File: config.mk
export PLATFORM = sky130hd
export DESIGN_NAME = sha_pio_responder
export DESIGN_NICKNAME = d
export VERILOG_FILES = /design/src/rtl/sha_pio_pkg.sv /design/src/rtl/sha_pio_responder.sv
export SDC_FILE = /design/constraint.sdc
export NUM_CORES = 1
export LEC_CHECK = 0
export CORE_AREA = 2 2 348 350
export CTS_CLUSTER_SIZE = 12
export DETAILED_ROUTE_END_ITERATION = 10
export DIE_AREA = 0 0 350 352
export PLACE_DENSITY = 0.5
export SLEW_MARGIN = 20
export SYNTH_ARGS = -nofsm -noshare
export SYNTH_HDL_FRONTEND = slang
export SYNTH_SLANG_ARGS = --single-unit
File: constraint.sdc
create_clock -name clk_clk -period 2.75 [get_ports clk_clk]
set_input_delay 0.55 -clock clk_clk [delete_from_list [all_inputs] [get_ports clk_clk]]
set_output_delay 0.55 -clock clk_clk [all_outputs]
set_load 0.05 [all_outputs]
File: src/rtl/sha_pio_pkg.sv
// Shared constants, op codes and FSM states for the Nios SHA PIO mailbox responder.
package sha_pio_pkg;

    localparam int MSG_WORDS = 16;
    localparam int DIG_WORDS = 8;
    localparam int CNT_W     = 8;
    localparam int MSG_IW    = $clog2(MSG_WORDS);
    localparam int DIG_IW    = $clog2(DIG_WORDS);

    localparam int ADDR_REQ    = 31;
    localparam int ADDR_OP_LSB = 28;

    localparam int ST_ACK   = 31;
    localparam int ST_BUSY  = 30;
    localparam int ST_VALID = 29;
    localparam int ST_ERR   = 28;

    typedef enum logic [2:0] {
        OP_NOP    = 3'd0,
        OP_WR_MSG = 3'd1,
        OP_RD_DIG = 3'd2,
        OP_START  = 3'd3,
        OP_CLEAR  = 3'd4
    } op_e;

    typedef enum logic [1:0] {
        S_IDLE   = 2'd0,
        S_LAUNCH = 2'd1,
        S_RUN    = 2'd2
    } state_e;

endpackage

File: src/rtl/sha_pio_responder.sv
// Toggle-handshake PIO command decoder with message buffer and digest store; drives an external SHA-256 core.
// Every request is acked one cycle after it is seen; busy persists from START until the core returns its digest.
module sha_pio_responder
    import sha_pio_pkg::*;
(
    input  logic         clk_clk,
    input  logic         reset_reset_n,
    input  logic [31:0]  sha_dout,
    input  logic [31:0]  sha_addr,
    output logic [31:0]  sha_din,
    output logic [31:0]  sha_status,
    output logic         core_start,
    output logic         core_init,
    output logic [511:0] core_block,
    input  logic         core_ready,
    input  logic         core_done,
    input  logic [255:0] core_digest
);

    state_e            state_q, state_d;
    logic              ack_q, ack_d;
    logic              err_q, err_d;
    logic              valid_q, valid_d;
    logic [CNT_W-1:0]  cnt_q, cnt_d;
    logic [31:0]       din_q, din_d;
    logic              start_q, start_d;
    logic              init_q, init_d;
    logic [31:0]       buf_q [MSG_WORDS];
    logic [31:0]       dig_q [DIG_WORDS];

    logic       req, busy, wr_en, clr_en, start_en, done_en;
    logic [2:0] op;
    logic [7:0] idx;
    logic       unused_addr;

    assign req         = sha_addr[ADDR_REQ] != ack_q;
    assign op          = sha_addr[ADDR_OP_LSB +: 3];
    assign idx         = sha_addr[7:0];
    assign busy        = state_q != S_IDLE;
    assign unused_addr = ^sha_addr[27:8];

    // Command decode: an errored command changes nothing but ack and the error flag.
    always_comb begin
        ack_d    = ack_q;
        err_d    = err_q;
        din_d    = din_q;
        wr_en    = 1'b0;
        clr_en   = 1'b0;
        start_en = 1'b0;
        if (req) begin
            ack_d = sha_addr[ADDR_REQ];
            err_d = 1'b0;
            case (op)
                OP_NOP: ;
                OP_WR_MSG: begin
                    if (busy || idx >= 8'(MSG_WORDS)) err_d = 1'b1;
                    else                              wr_en = 1'b1;
                end
                OP_RD_DIG: begin
                    if (!valid_q || idx >= 8'(DIG_WORDS)) err_d = 1'b1;
                    else                                  din_d = dig_q[idx[DIG_IW-1:0]];
                end
                OP_START: begin
                    if (busy) err_d    = 1'b1;
                    else      start_en = 1'b1;
                end
                OP_CLEAR: begin
                    if (busy) err_d  = 1'b1;
                    else      clr_en = 1'b1;
                end
                default: err_d = 1'b1;
            endcase
        end
    end

    // Core sequencing; a core_done outside RUN is ignored.
    always_comb begin
        state_d = state_q;
        start_d = 1'b0;
        done_en = 1'b0;
        case (state_q)
            S_IDLE:   if (start_en) state_d = S_LAUNCH;
            S_LAUNCH: if (core_ready) begin
                start_d = 1'b1;
                state_d = S_RUN;
            end
            S_RUN:    if (core_done) begin
                done_en = 1'b1;
                state_d = S_IDLE;
            end
            default:  state_d = S_IDLE;
        endcase
    end

    always_comb begin
        valid_d = valid_q;
        cnt_d   = cnt_q;
        init_d  = init_q;
        if (start_en) begin
            valid_d = 1'b0;
            init_d  = sha_dout[0];
        end
        if (clr_en) begin
            valid_d = 1'b0;
            cnt_d   = '0;
        end
        if (done_en) begin
            valid_d = 1'b1;
            cnt_d   = cnt_q + CNT_W'(1);
        end
    end

    always_ff @(posedge clk_clk or negedge reset_reset_n) begin
        if (!reset_reset_n) begin
            state_q <= S_IDLE;
            ack_q   <= 1'b0;
            err_q   <= 1'b0;
            valid_q <= 1'b0;
            cnt_q   <= '0;
            din_q   <= '0;
            start_q <= 1'b0;
            init_q  <= 1'b0;
        end else begin
            state_q <= state_d;
            ack_q   <= ack_d;
            err_q   <= err_d;
            valid_q <= valid_d;
            cnt_q   <= cnt_d;
            din_q   <= din_d;
            start_q <= start_d;
            init_q  <= init_d;
        end
    end

    always_ff @(posedge clk_clk or negedge reset_reset_n) begin
        if (!reset_reset_n) begin
            for (int i = 0; i < MSG_WORDS; i++) buf_q[i] <= '0;
        end else if (clr_en) begin
            for (int i = 0; i < MSG_WORDS; i++) buf_q[i] <= '0;
        end else if (wr_en) begin
            buf_q[idx[MSG_IW-1:0]] <= sha_dout;
        end
    end

    always_ff @(posedge clk_clk or negedge reset_reset_n) begin
        if (!reset_reset_n) begin
            for (int i = 0; i < DIG_WORDS; i++) dig_q[i] <= '0;
        end else if (done_en) begin
            for (int i = 0; i < DIG_WORDS; i++) dig_q[i] <= core_digest[255-32*i -: 32];
        end
    end

    always_comb begin
        core_block = '0;
        for (int i = 0; i < MSG_WORDS; i++) core_block[511-32*i -: 32] = buf_q[i];
    end

    assign sha_din    = din_q;
    assign sha_status = {ack_q, busy, valid_q, err_q, {(28-CNT_W){1'b0}}, cnt_q};
    assign core_start = start_q;
    assign core_init  = init_q;

endmodule

* Word level (Yosys, flattened, before mapping)
Cells that the tools add are included.
** Word-level totals
- Flip-flop bits (word level) :: 815
- Bits of input ports :: 324
- Output and inout bits :: 578
** Cells by class
- $add $sub $neg :: 1
- Magnitude comparators :: 5
- Equality and inequality tests :: 10
- Muxes and demuxes :: 33
- Bitwise logic cells :: 3
- Reductions and logical operators :: 13
** Operators with widths (count)
- $mux 512 :: 2
- $bwmux 512 :: 1
- $demux 32 s4 :: 1
- $bmux 32 s3 :: 1
- $mux 32 :: 3
- $mux 1 :: 18
- $mux 8 :: 2
- $add 8x1->8 const B :: 1
- $ge 8x4->1 const B :: 1
- $ge 8x5->1 const B :: 1
- $eq 3x2->1 const B :: 2
- $mux 2 :: 3
- $ne 2x2->1 const B :: 3
- $pmux 2 s3 :: 1
- $reduce_and 3->1 :: 2
- $reduce_bool 2->1 :: 3
- $ge 5x5->1 const B :: 1
- $lt 5x1->1 const B :: 1
- $not 4->5 :: 1
- $ge 4x4->1 const B :: 1
- $not 3->4 :: 1
- $pmux 1 s4 :: 1
- $eq 3x1->1 const B :: 1
- $eq 3x3->1 const B :: 1
- 11 further kinds :: 12

* Logic depth before layout (Yosys ltp)
Gate-level depths: netlist of run 1.
- Depth in word-level cells :: 8
- Gate-level depth with buffers :: 8
- Mapped depth without buffers :: 5

* Worst setup path before layout of run 1
OpenSTA, ideal clock, no wires.
- Path type :: in2reg
- Start :: input port sha_addr[6]
- End :: register buf_q (netlist bit core_block[129])
- Library setup time :: 0.067 ns
- Arrival :: 2.441 ns
- Required time :: 2.683 ns
- Setup slack :: 0.241 ns
- Cell stages on the path :: 8
- Buffers on the path :: 4
- Cell sequence :: or4_1 > clkbuf_1 > or4_1 > buf_2 > buf_6 > nor3_4 > buf_6 > a22o_1
** Between the ends
- Cells in the longest elaborated chain, start to end :: 6
** RTL lines
- start, declared :: RTL line sha_pio_responder.sv:9 : input logic [31:0] sha_addr,
- $ge 8x5->1 :: RTL line sha_pio_responder.sv:56 : if (busy || idx >= 8'(MSG_WORDS)) err_d = 1'b1;
- $logic_or 1x1->1 :: RTL line sha_pio_responder.sv:56
- $mux 1 :: RTL line sha_pio_responder.sv:56
- $mux 1 :: RTL line sha_pio_responder.sv:53 : case (op)
- $mux 1 :: RTL line sha_pio_responder.sv:50 : if (req) begin
- $reduce_bool 2->1 (no source line)
- end signal, assigned by index :: RTL line sha_pio_responder.sv:141 : buf_q[idx[MSG_IW-1:0]] <= sha_dout;
- end, declared :: RTL line sha_pio_responder.sv:28 : logic [31:0] buf_q [MSG_WORDS];
Every way passes these cells.
A chain may end at the register's enable or synchronous reset.

* Worst setup path in the final report of run 1
- Start :: register buf_q (netlist bit core_block[511])
- End :: output port core_block[511]
** RTL lines
- end, declared :: RTL line sha_pio_responder.sv:14 : output logic [511:0] core_block,
No word-level cell between the ends.

==> impl_metrics.toml, run 1 <==
[outcome]
status = "finished, final reports clean"

[placement]
dpl_cell_area_um2 = 44700
hpwlAfterDp_um = 97500
place_inst = 5224
port_buffers = 861
gp_congestion = 0.785
dp_slack_ns = -0.427

[timing]
post-route-worst-setup-slack_ns = 0.155
fin_crit_ns = 2.59
finalHoldViolCount = 0
slew_headroom_pct = 43.3
post-route-period-util_pct = 94.3
max_freq_ghz = 0.385
finClkSkew_ns = 0.0229
setup-tns-final_ns = 0
slew_viol_final = 0
setup_viol = 0
rsz0062_at_grt = "no"
fin_worst_hold_slack_ns = 0.411
tightest_slew_ns = 0.848

[critical_path]
reg2reg_from = "state_q[0]"
r2r-end = "core_block[364]"
worst_setup_path_start_kind = "flip-flop"
required_ns = 2.20
r2r_slack_ns = 0.28
worstSetupPathType = "reg2out"
crit_arrival_ns = 2.04
r2r_cells = 7
crit_buf_inv = 1
cp_max_fo = 2
slowest_delay_ns = 0.87
crit_chain = "clkdlybuf4s50_1"
crit_path_top_delay_cell = "clkdlybuf4s50_1"
cpLargestDelayFamily = "buffers and inverters"
end_kind = "primary output"

[layout]
fin_area_um2 = 47900
fin_cells = 5402
fin_util_pct = 40.1
layout.nets = 4033
layout-drive-gt1-share_pct = 13.3
area_growth_pct = 46.3

[yosys]
yosys.area.top_type = "dfrtp_1"
synth_common_cells = "dfrtp_1 (815), nand2_1 (810), a22o_1 (472)"
ys.flop_type = "dfrtp_1"
ys_seq_area_share_pct = 62.3
yosysTopAreaCellShare_pct = 62.3
ys_top_cells_by_area = "dfrtp_1 (62%), a22o_1 (13%), nand2_1 (9.3%), mux2_2 (3.3%), clkbuf_1 (2.1%)"
ys_async_sr_fraction_pct = 100
synthCells = 2828
synth_cell_types = 51
ys_ff_latch = 815
ys_warn_count = 0
synth_edf_count = 0
syn_area_um2 = 32700
syn_area_per_cell_um2 = 11.6
synth.most_common_cell = "dfrtp_1"

[grt]
use_met1_pct = 28.5
grt.overflow.total = 0
track_usage_pct = 21.7
grt_first_pass_wirelength_um = 197000
grt_max_degree = 88
antenna_found_initial = 11
busiest_layer = "met2"
grt_pass1_vias = 26484
grt_use_met3_pct = 5.76
met2_usage_pct = 35.1

[worst_hold_path]
hp-start = "core_digest[187]"
min_path_type = "in2reg"
whs_endpoint = "dig_q[187]"
min_path_cells = 3

[die]
start_util_pct = 27.4
num_rows = 127
io_pins = 902
die_x_um = 350
fp.dieH_um = 352
coreArea_um2 = 119000
dieArea_um2 = 123000

[clock_tree]
postCtsSetupRepairBufs = 0
cts_tree = "done"
clkSinkCount = 815
root_buffer = "clkbuf_16"
htree_levels = 3
cts.clk_slew.worst_paths_ns = 0.07
clockBufferDepth = 3
cts_buffers = 93
insertion_delay_ns = 0.67

[pwr]
vdd_drop_max_mv = 0.509
pwr-share-comb_pct = 16.3
p_switching_mw = 9.37
seqPwrFrac_pct = 45.1
p_leak_nw = 22.3
power_density_nw_per_um2 = 692
power_mw = 33.1
sw_frac_of_total_pct = 28.3
internal_power_mw = 23.7
clkPwrFrac_pct = 38.7

[drt]
drcViolationCount = 0
vias_per_cell = 4.82
final_antenna_net_count = 0
vias = 26041
dr.pass1.iters = 5
wire_per_inst_um = 25.3
routed_wl_um = 137000
first_iter_violations = 1667

[run]
maxCapViolations = 0
==> layout make-up <==
class / instances / area [µm²]
clock inverters: 28 / 400
flip-flops and latches: 815 / 20400
fillers: 11528 / 71500
clock buffers: 145 / 2760
multi-input cells: 1724 / 11100
well taps: 1612 / 2020
inverters: 2 / 7.51
diodes: 4 / 10.0
repair buffers: 1072 / 11200
==> how the worst max path moves through the flow <==
stage | startpoint | to | slack, ns | cells past startpoint
2_1_floorplan | sha_addr[6] | core_block[129] | 0.24 | 8
3_3_place_gp | sha_addr[6] | sha_din[23] | -0.45 | 7
3_5_place_dp | sha_addr[6] | sha_din[23] | -0.43 | 7
4_1_cts | core_block[511] | core_block[511] | 0.07 | 1
5_1_grt | state_q[0] | sha_status[30] | 0.08 | 3
6_report | core_block[511] | core_block[511] | 0.16 | 1
==> worst min-delay path, stage by stage <==
cell             delay (ns)
clkdlybuf4s50_1        0.39
nand2_1                0.05
nand2_1                0.04
==> registers in the layout, indices dropped and copies added (netlist names) <==
signal and flops:
core_block 512, sha_din 32, dig_q 256, valid_q 1, cnt_q 8, ack_q 1, err_q 1, core_start 1
state_q 2, core_init 1
==> cell families after synthesis <==
logic type / synth area share [%]
simple gates: 11.3
mux: 5.34
compound gates: 16.4
xor+xnor: 0.0536
buf+inv: 4.57
fa+ha+maj: 0.0382
other cells: 0.0115
flops: 62.3
==> power by group through the flow <==
stage               logic [mW]  clock network, mW  registers (mW)
global route              6.03               13.6            15.2
finish                    5.38               12.8            14.9
detailed placement        5.46                  0            15.1
CTS                       5.48               13.1            14.9
floorplan                 2.92                  0            15.2
global placement          5.40                  0            15.1
==> placed cells by master (no fill, tap or decap), types with 3 or more instances in the layout <==
cell / n
nand3_1: 12
o211ai_1: 3
conb_1: 20
a21oi_1: 36
a221o_1: 30
a221oi_1: 31
clkbuf_8: 24
mux2i_1: 62
nand4_1: 4
mux2_2: 96
clkinv_4: 4
and2_2: 3
clkbuf_16: 93
nor3_4: 12
o21ai_0: 9
nor3_1: 4
o21ai_4: 13
a32o_1: 8
nand2_1: 809
buf_4: 139
nor4_1: 14
nand2b_1: 4
nand4bb_1: 3
clkbuf_1: 28
o22ai_1: 32
a22o_1: 472
buf_12: 78
clkdlybuf4s50_1: 851
nor2_1: 10
bufinv_16: 6
diode_2: 4
clkinv_2: 11
dfrtp_1: 815
==> routing by layer <==
metal	vias up	part of all wire [%]
li1	11710	-
met3	184	7.8
met1	13155	42
met2	978	47
met5	-	0.075
met4	14	2.5
==> what timing repair did <==
action / 4_1_cts / 5_1_grt
hold buffers: 1 / 0
resized for setup: 1 / 0
hold endpoints to repair: 15 / 0
endpoints found under the setup margin: 1 / 0
Power figures use the tool's default switching activity.
==> run 2: changes to the inputs <==
--- a/config.mk
+++ b/config.mk
@@ -10,6 +10,7 @@
 export DETAILED_ROUTE_END_ITERATION = 10
 export DIE_AREA = 0 0 350 352
 export PLACE_DENSITY = 0.5
+export RECOVER_POWER = 25
 export SLEW_MARGIN = 20
 export SYNTH_ARGS = -nofsm -noshare
 export SYNTH_HDL_FRONTEND = slang
==> constraint.sdc (replaced) <==
create_clock -name clk_clk -period 3.1 [get_ports clk_clk]
set_input_delay 0.62 -clock clk_clk [delete_from_list [all_inputs] [get_ports clk_clk]]
set_output_delay 0.62 -clock clk_clk [all_outputs]
set_load 0.05 [all_outputs]
==> impl_metrics.toml, run 2 (synthesis gave the netlist of run 1 again) <==
[placement]
gp_congestion = 0.790
port_buffers = 861
place_inst = 5204
dp_slack_ns = -0.156
dpl_cell_area_um2 = 44400
hpwlAfterDp_um = 95600

[layout]
layout.nets = 4011
layout-drive-gt1-share_pct = 12.4
largest_reg_flops = 512
fin_util_pct = 39.6
area_growth_pct = 44.5
layout_common_cells = "clkdlybuf4s50_1 (857), dfrtp_1 (815), nand2_1 (809)"
fin_cells = 5373
fin_area_um2 = 47300
layout_commonest_cell = "clkdlybuf4s50_1"
fill_cells = 11579

[die]
dieArea_um2 = 123000
io_pins = 902
fp.dieH_um = 352
die_x_um = 350
start_util_pct = 27.4
coreArea_um2 = 119000
num_rows = 127

[grt]
track_usage_pct = 21.4
grt_max_degree = 184
grt_first_pass_wirelength_um = 193000
grt.overflow.total = 0
grt_pass1_vias = 26074
antenna_found_initial = 16

[drt]
wire_per_inst_um = 25.1
vias = 25961
dr.pass1.iters = 5
first_iter_violations = 1738
vias_per_cell = 4.83
final_antenna_net_count = 0
routed_wl_um = 135000
drcViolationCount = 0

[timing]
tightest_slew_ns = 2.33
setup-tns-final_ns = 0
finClkSkew_ns = 0.0248
slew_viol_final = 88
slew_headroom_pct = -55.4
fin_crit_ns = 2.92
rsz0062_at_grt = "no"
finalHoldViolCount = 0
max_freq_ghz = 0.342
post-route-period-util_pct = 94.2
fin_worst_hold_slack_ns = 0.466
setup_viol = 0
post-route-worst-setup-slack_ns = 0.179

[outcome]
violations = "max-capacitance violations, max-slew violations"
status = "complete, but fails checks"

[critical_path]
r2r-end = "cnt_q[2]"
cp_max_fo = 5
worst_setup_path_start_kind = "flip-flop"
worstSetupPathType = "reg2out"
required_ns = 2.48
crit_arrival_ns = 2.30
reg2reg_from = "state_q[0]"
r2r_cells = 4
end_kind = "primary output"
r2r_slack_ns = 0.57

[clock_tree]
cts_buffers = 91
cts.clk_slew.worst_paths_ns = 0.06
htree_levels = 3
clkSinkCount = 815
root_buffer = "clkbuf_16"
ctsResizeCount = 0
clockBufferDepth = 3
cts_tree = "done"
insertion_delay_ns = 0.67

[worst_hold_path]
hp-start = "dig_q[207]"
min_path_type = "reg2reg"
whs_endpoint = "dig_q[207]"
min_path_cells = 2

[pwr]
power_density_nw_per_um2 = 606
p_leak_nw = 22.0
power_mw = 28.6
vdd_drop_max_mv = 0.378

[run]
maxCapViolations = 2
## run 2: cell types whose count changed in the layout (fill, tap and decap cells not counted), sizes merged
cell | before | now
clkinvlp | 0 | 2
clkinv | 19 | 18
clkdlybuf4s50 | 851 | 857
dlygate4sd2 | 1 | 0
clkbuf | 145 | 149
inv | 5 | 4
bufinv | 6 | 2
dlygate4sd3 | 1 | 2
buf | 219 | 184
## run 2: what timing repair did
item | 4_1_cts | 5_1_grt
hold endpoints to repair | 42 | 0
hold buffers | 1 | 0
buffers inserted | 0 | 0
## run 2: per-layer routing
layer	global-route usage, %	share of wire, %
met2	34.9	48
met4	5.48	2.3
met3	5.73	7.5
met5	0	0.094
met1	28.0	43
## run 2: how the worst max path moves through the flow
stage,from,end,slack [ns],depth (start not counted)
4_1_cts,state_q[0],sha_status[30],0.07,3
3_3_place_gp,sha_addr[6],sha_din[22],-0.14,7
6_report,state_q[0],sha_status[30],0.18,3
3_5_place_dp,sha_addr[6],sha_din[21],-0.16,7
5_1_grt,reset_reset_n,core_block[342],0.03,3
2_1_floorplan,sha_addr[6],core_block[129],0.52,8
## run 2: cell type report
cell class | count | area, µm² | area share, %
repair buffers | 1052 | 10800 | 22.9
well taps | 1612 | 2020 | 4.27
inverters | 2 | 7.51 | 0.0159
clock inverters | 24 | 267 | 0.564
flip-flops and latches | 815 | 20400 | 43.1
clock buffers | 140 | 2660 | 5.63
diodes | 4 | 10.0 | 0.0212
multi-input cells | 1724 | 11100 | 23.5
## run 2: power by group
group / internal [mW] / switching, mW
sequential: 12.3 / 0.910
clock: 6.11 / 4.58
combinational: 2.02 / 2.70
total: 20.5 / 8.19
## run 2: critical path, cell delays in order, from the launching register on
cell	delay [ns]
dfrtp_1	0.41
nor2_1	0.30
inv_1	0.13
clkdlybuf4s50_1	0.78
==> edit, RTL diff (settings of run 1) <==
Take the reset off `din_q` and load it in a clocked block of its own.
--- a/src/rtl/sha_pio_responder.sv
+++ b/src/rtl/sha_pio_responder.sv
@@ -117,7 +117,6 @@
             err_q   <= 1'b0;
             valid_q <= 1'b0;
             cnt_q   <= '0;
-            din_q   <= '0;
             start_q <= 1'b0;
             init_q  <= 1'b0;
         end else begin
@@ -126,10 +125,13 @@
             err_q   <= err_d;
             valid_q <= valid_d;
             cnt_q   <= cnt_d;
-            din_q   <= din_d;
             start_q <= start_d;
             init_q  <= init_d;
         end
+    end
+
+    always_ff @(posedge clk_clk) begin
+        din_q <= din_d;
     end
 
     always_ff @(posedge clk_clk or negedge reset_reset_n) begin
Check against the original RTL: not settled (the Yosys comparison gave no result); the edit may change what the design does.
==> edit against run 1 <==
Critical path depth is the same; sequential cell count unchanged; routed wire length increased by 4.6%; area after synthesis is 2.3% lower; cell area shrank 1.3%; total power shrank 2.0%; global-route usage grew 1.1 points; worst setup slack got worse by 0.015 ns; critical endpoint is now sha_status[0]; largest cell class unchanged; largest power group unchanged.
==> edit: results (changes against run 1) <==
all-layer global routing usage=0.229 (+0.0113); syn_area_per_cell=12.1 um^2 (+4.5%); synth cell count leaders=nand2_1, dfrtp_1, o2bb2ai_1; Max VDD drop=0.427 mV (-16%); Pint=23.7 mW (about the same); Filler cells=11500 (-0.16%); final WL=143000 um (+4.6%); first-pass GRT wire length=202000 um (+2.8%); HP Class=in2async; post-DP HPWL=106000 um (+9.1%); register area share after synthesis=0.643 (+0.0197); TritonCTS buffer count=92 (-1.1%); post-synthesis mux area share=0.0567 (+0.00333); post-cts resize count=0 (-1); Post-synth EDFFs=32 (+32); crit path DAT=2.06 ns (+0.02 ns); Max Fanout on Critical Path=5 (+3); clock skew=0.0286 ns (+0.00566 ns); Worst R2R Path Depth=6 (-1); largest cells by area after synthesis=dfrtp_1, nand2_1, o2bb2ai_1, a22o_1, mux4_2; end point of the critical path=sha_status[0]; Crit. Startpoint=cnt_q[0]$_DFFE_PN0P_; hold slack=0.401 ns (-0.00995 ns); XOR/XNOR share of the synthesized area=0.000548 (+0.0000126); Largest stage delay, worst path=0.99 ns (+0.12 ns); status=finished, final reports clean; fraction of registers with async set/reset=0.961 (-0.0393); Post-Synth Adder-Cell Area=0.000391 (+0.00000898); pin count of the biggest net entering global routing=87 (-1.1%); area of placed instances=44100 um^2 (-1.4%); nets=3873 (-4.0%); Unique masters post-synth=51 (unchanged); Reg-to-Reg End=core_block[98]$_DFFE_PN0P_; post-synthesis compound-gate area fraction=0.149 (-0.0141); Inst Count DP=5065 (-3.0%); Clk Latency, worst-skew pair=0.65 ns (-0.02 ns); GPL Wtd Cong=0.878 (+12%); Initial DRC Count=1896 (+14%); Avg WL per Cell=27.2 um (+7.6%); number of global-route vias before repair=26100 (-1.6%); share of cells above drive strength 1=0.133 (-0.000789); Vias/cell=4.84 (+0.45%); initial antenna violation count=44 (+33); Warnings, synthesis=0 (unchanged); Comb. pwr=4.80 mW (-11%); LEAKAGE=20.9 nW (-6.6%); worst slew pin tran=0.824 ns (-0.0245 ns); Worst R2R Setup Slack=0.47 ns (+0.19 ns); drt pass-1 iters=5 (unchanged)
edit: changes by cell type in the layout (fill, tap and decap cells not counted), sizes merged, moves of 62 or more:
cell     before  now
a22o        472  192
a32o          8   83
mux2         96   33
mux2i        62    0
mux4          2   64
o2bb2ai       0  236
edit: cell type report:
type                    instances  share of cell area
multi-input cells            1583               0.224
well taps                    1612              0.0427
inverters                       4            0.000318
diodes                         19             0.00101
clock buffers                 138              0.0577
repair buffers               1052               0.231
clock inverters                28             0.00811
flip-flops and latches        815               0.435
edit: routing by layer:
layer  vias to the layer above  GRT usage  wire (um)
li1                      11200          -          -
met1                     12800      0.286      57800
met2                      1099      0.354      64500
met3                       264     0.0841      13900
met4                        38     0.0978       6440
met5                         -          0        249
edit: metrics by stage:
step,util,power (mW),worst slack [ns]
2_1_floorplan,-,17.8,0.0145
3_3_place_gp,0.369,19.9,-0.152
4_1_cts,0.395,32.9,0.0696
5_1_grt,0.395,34.1,0.0253
3_5_place_dp,0.369,20.0,-0.214
6_report,0.396,32.4,0.141
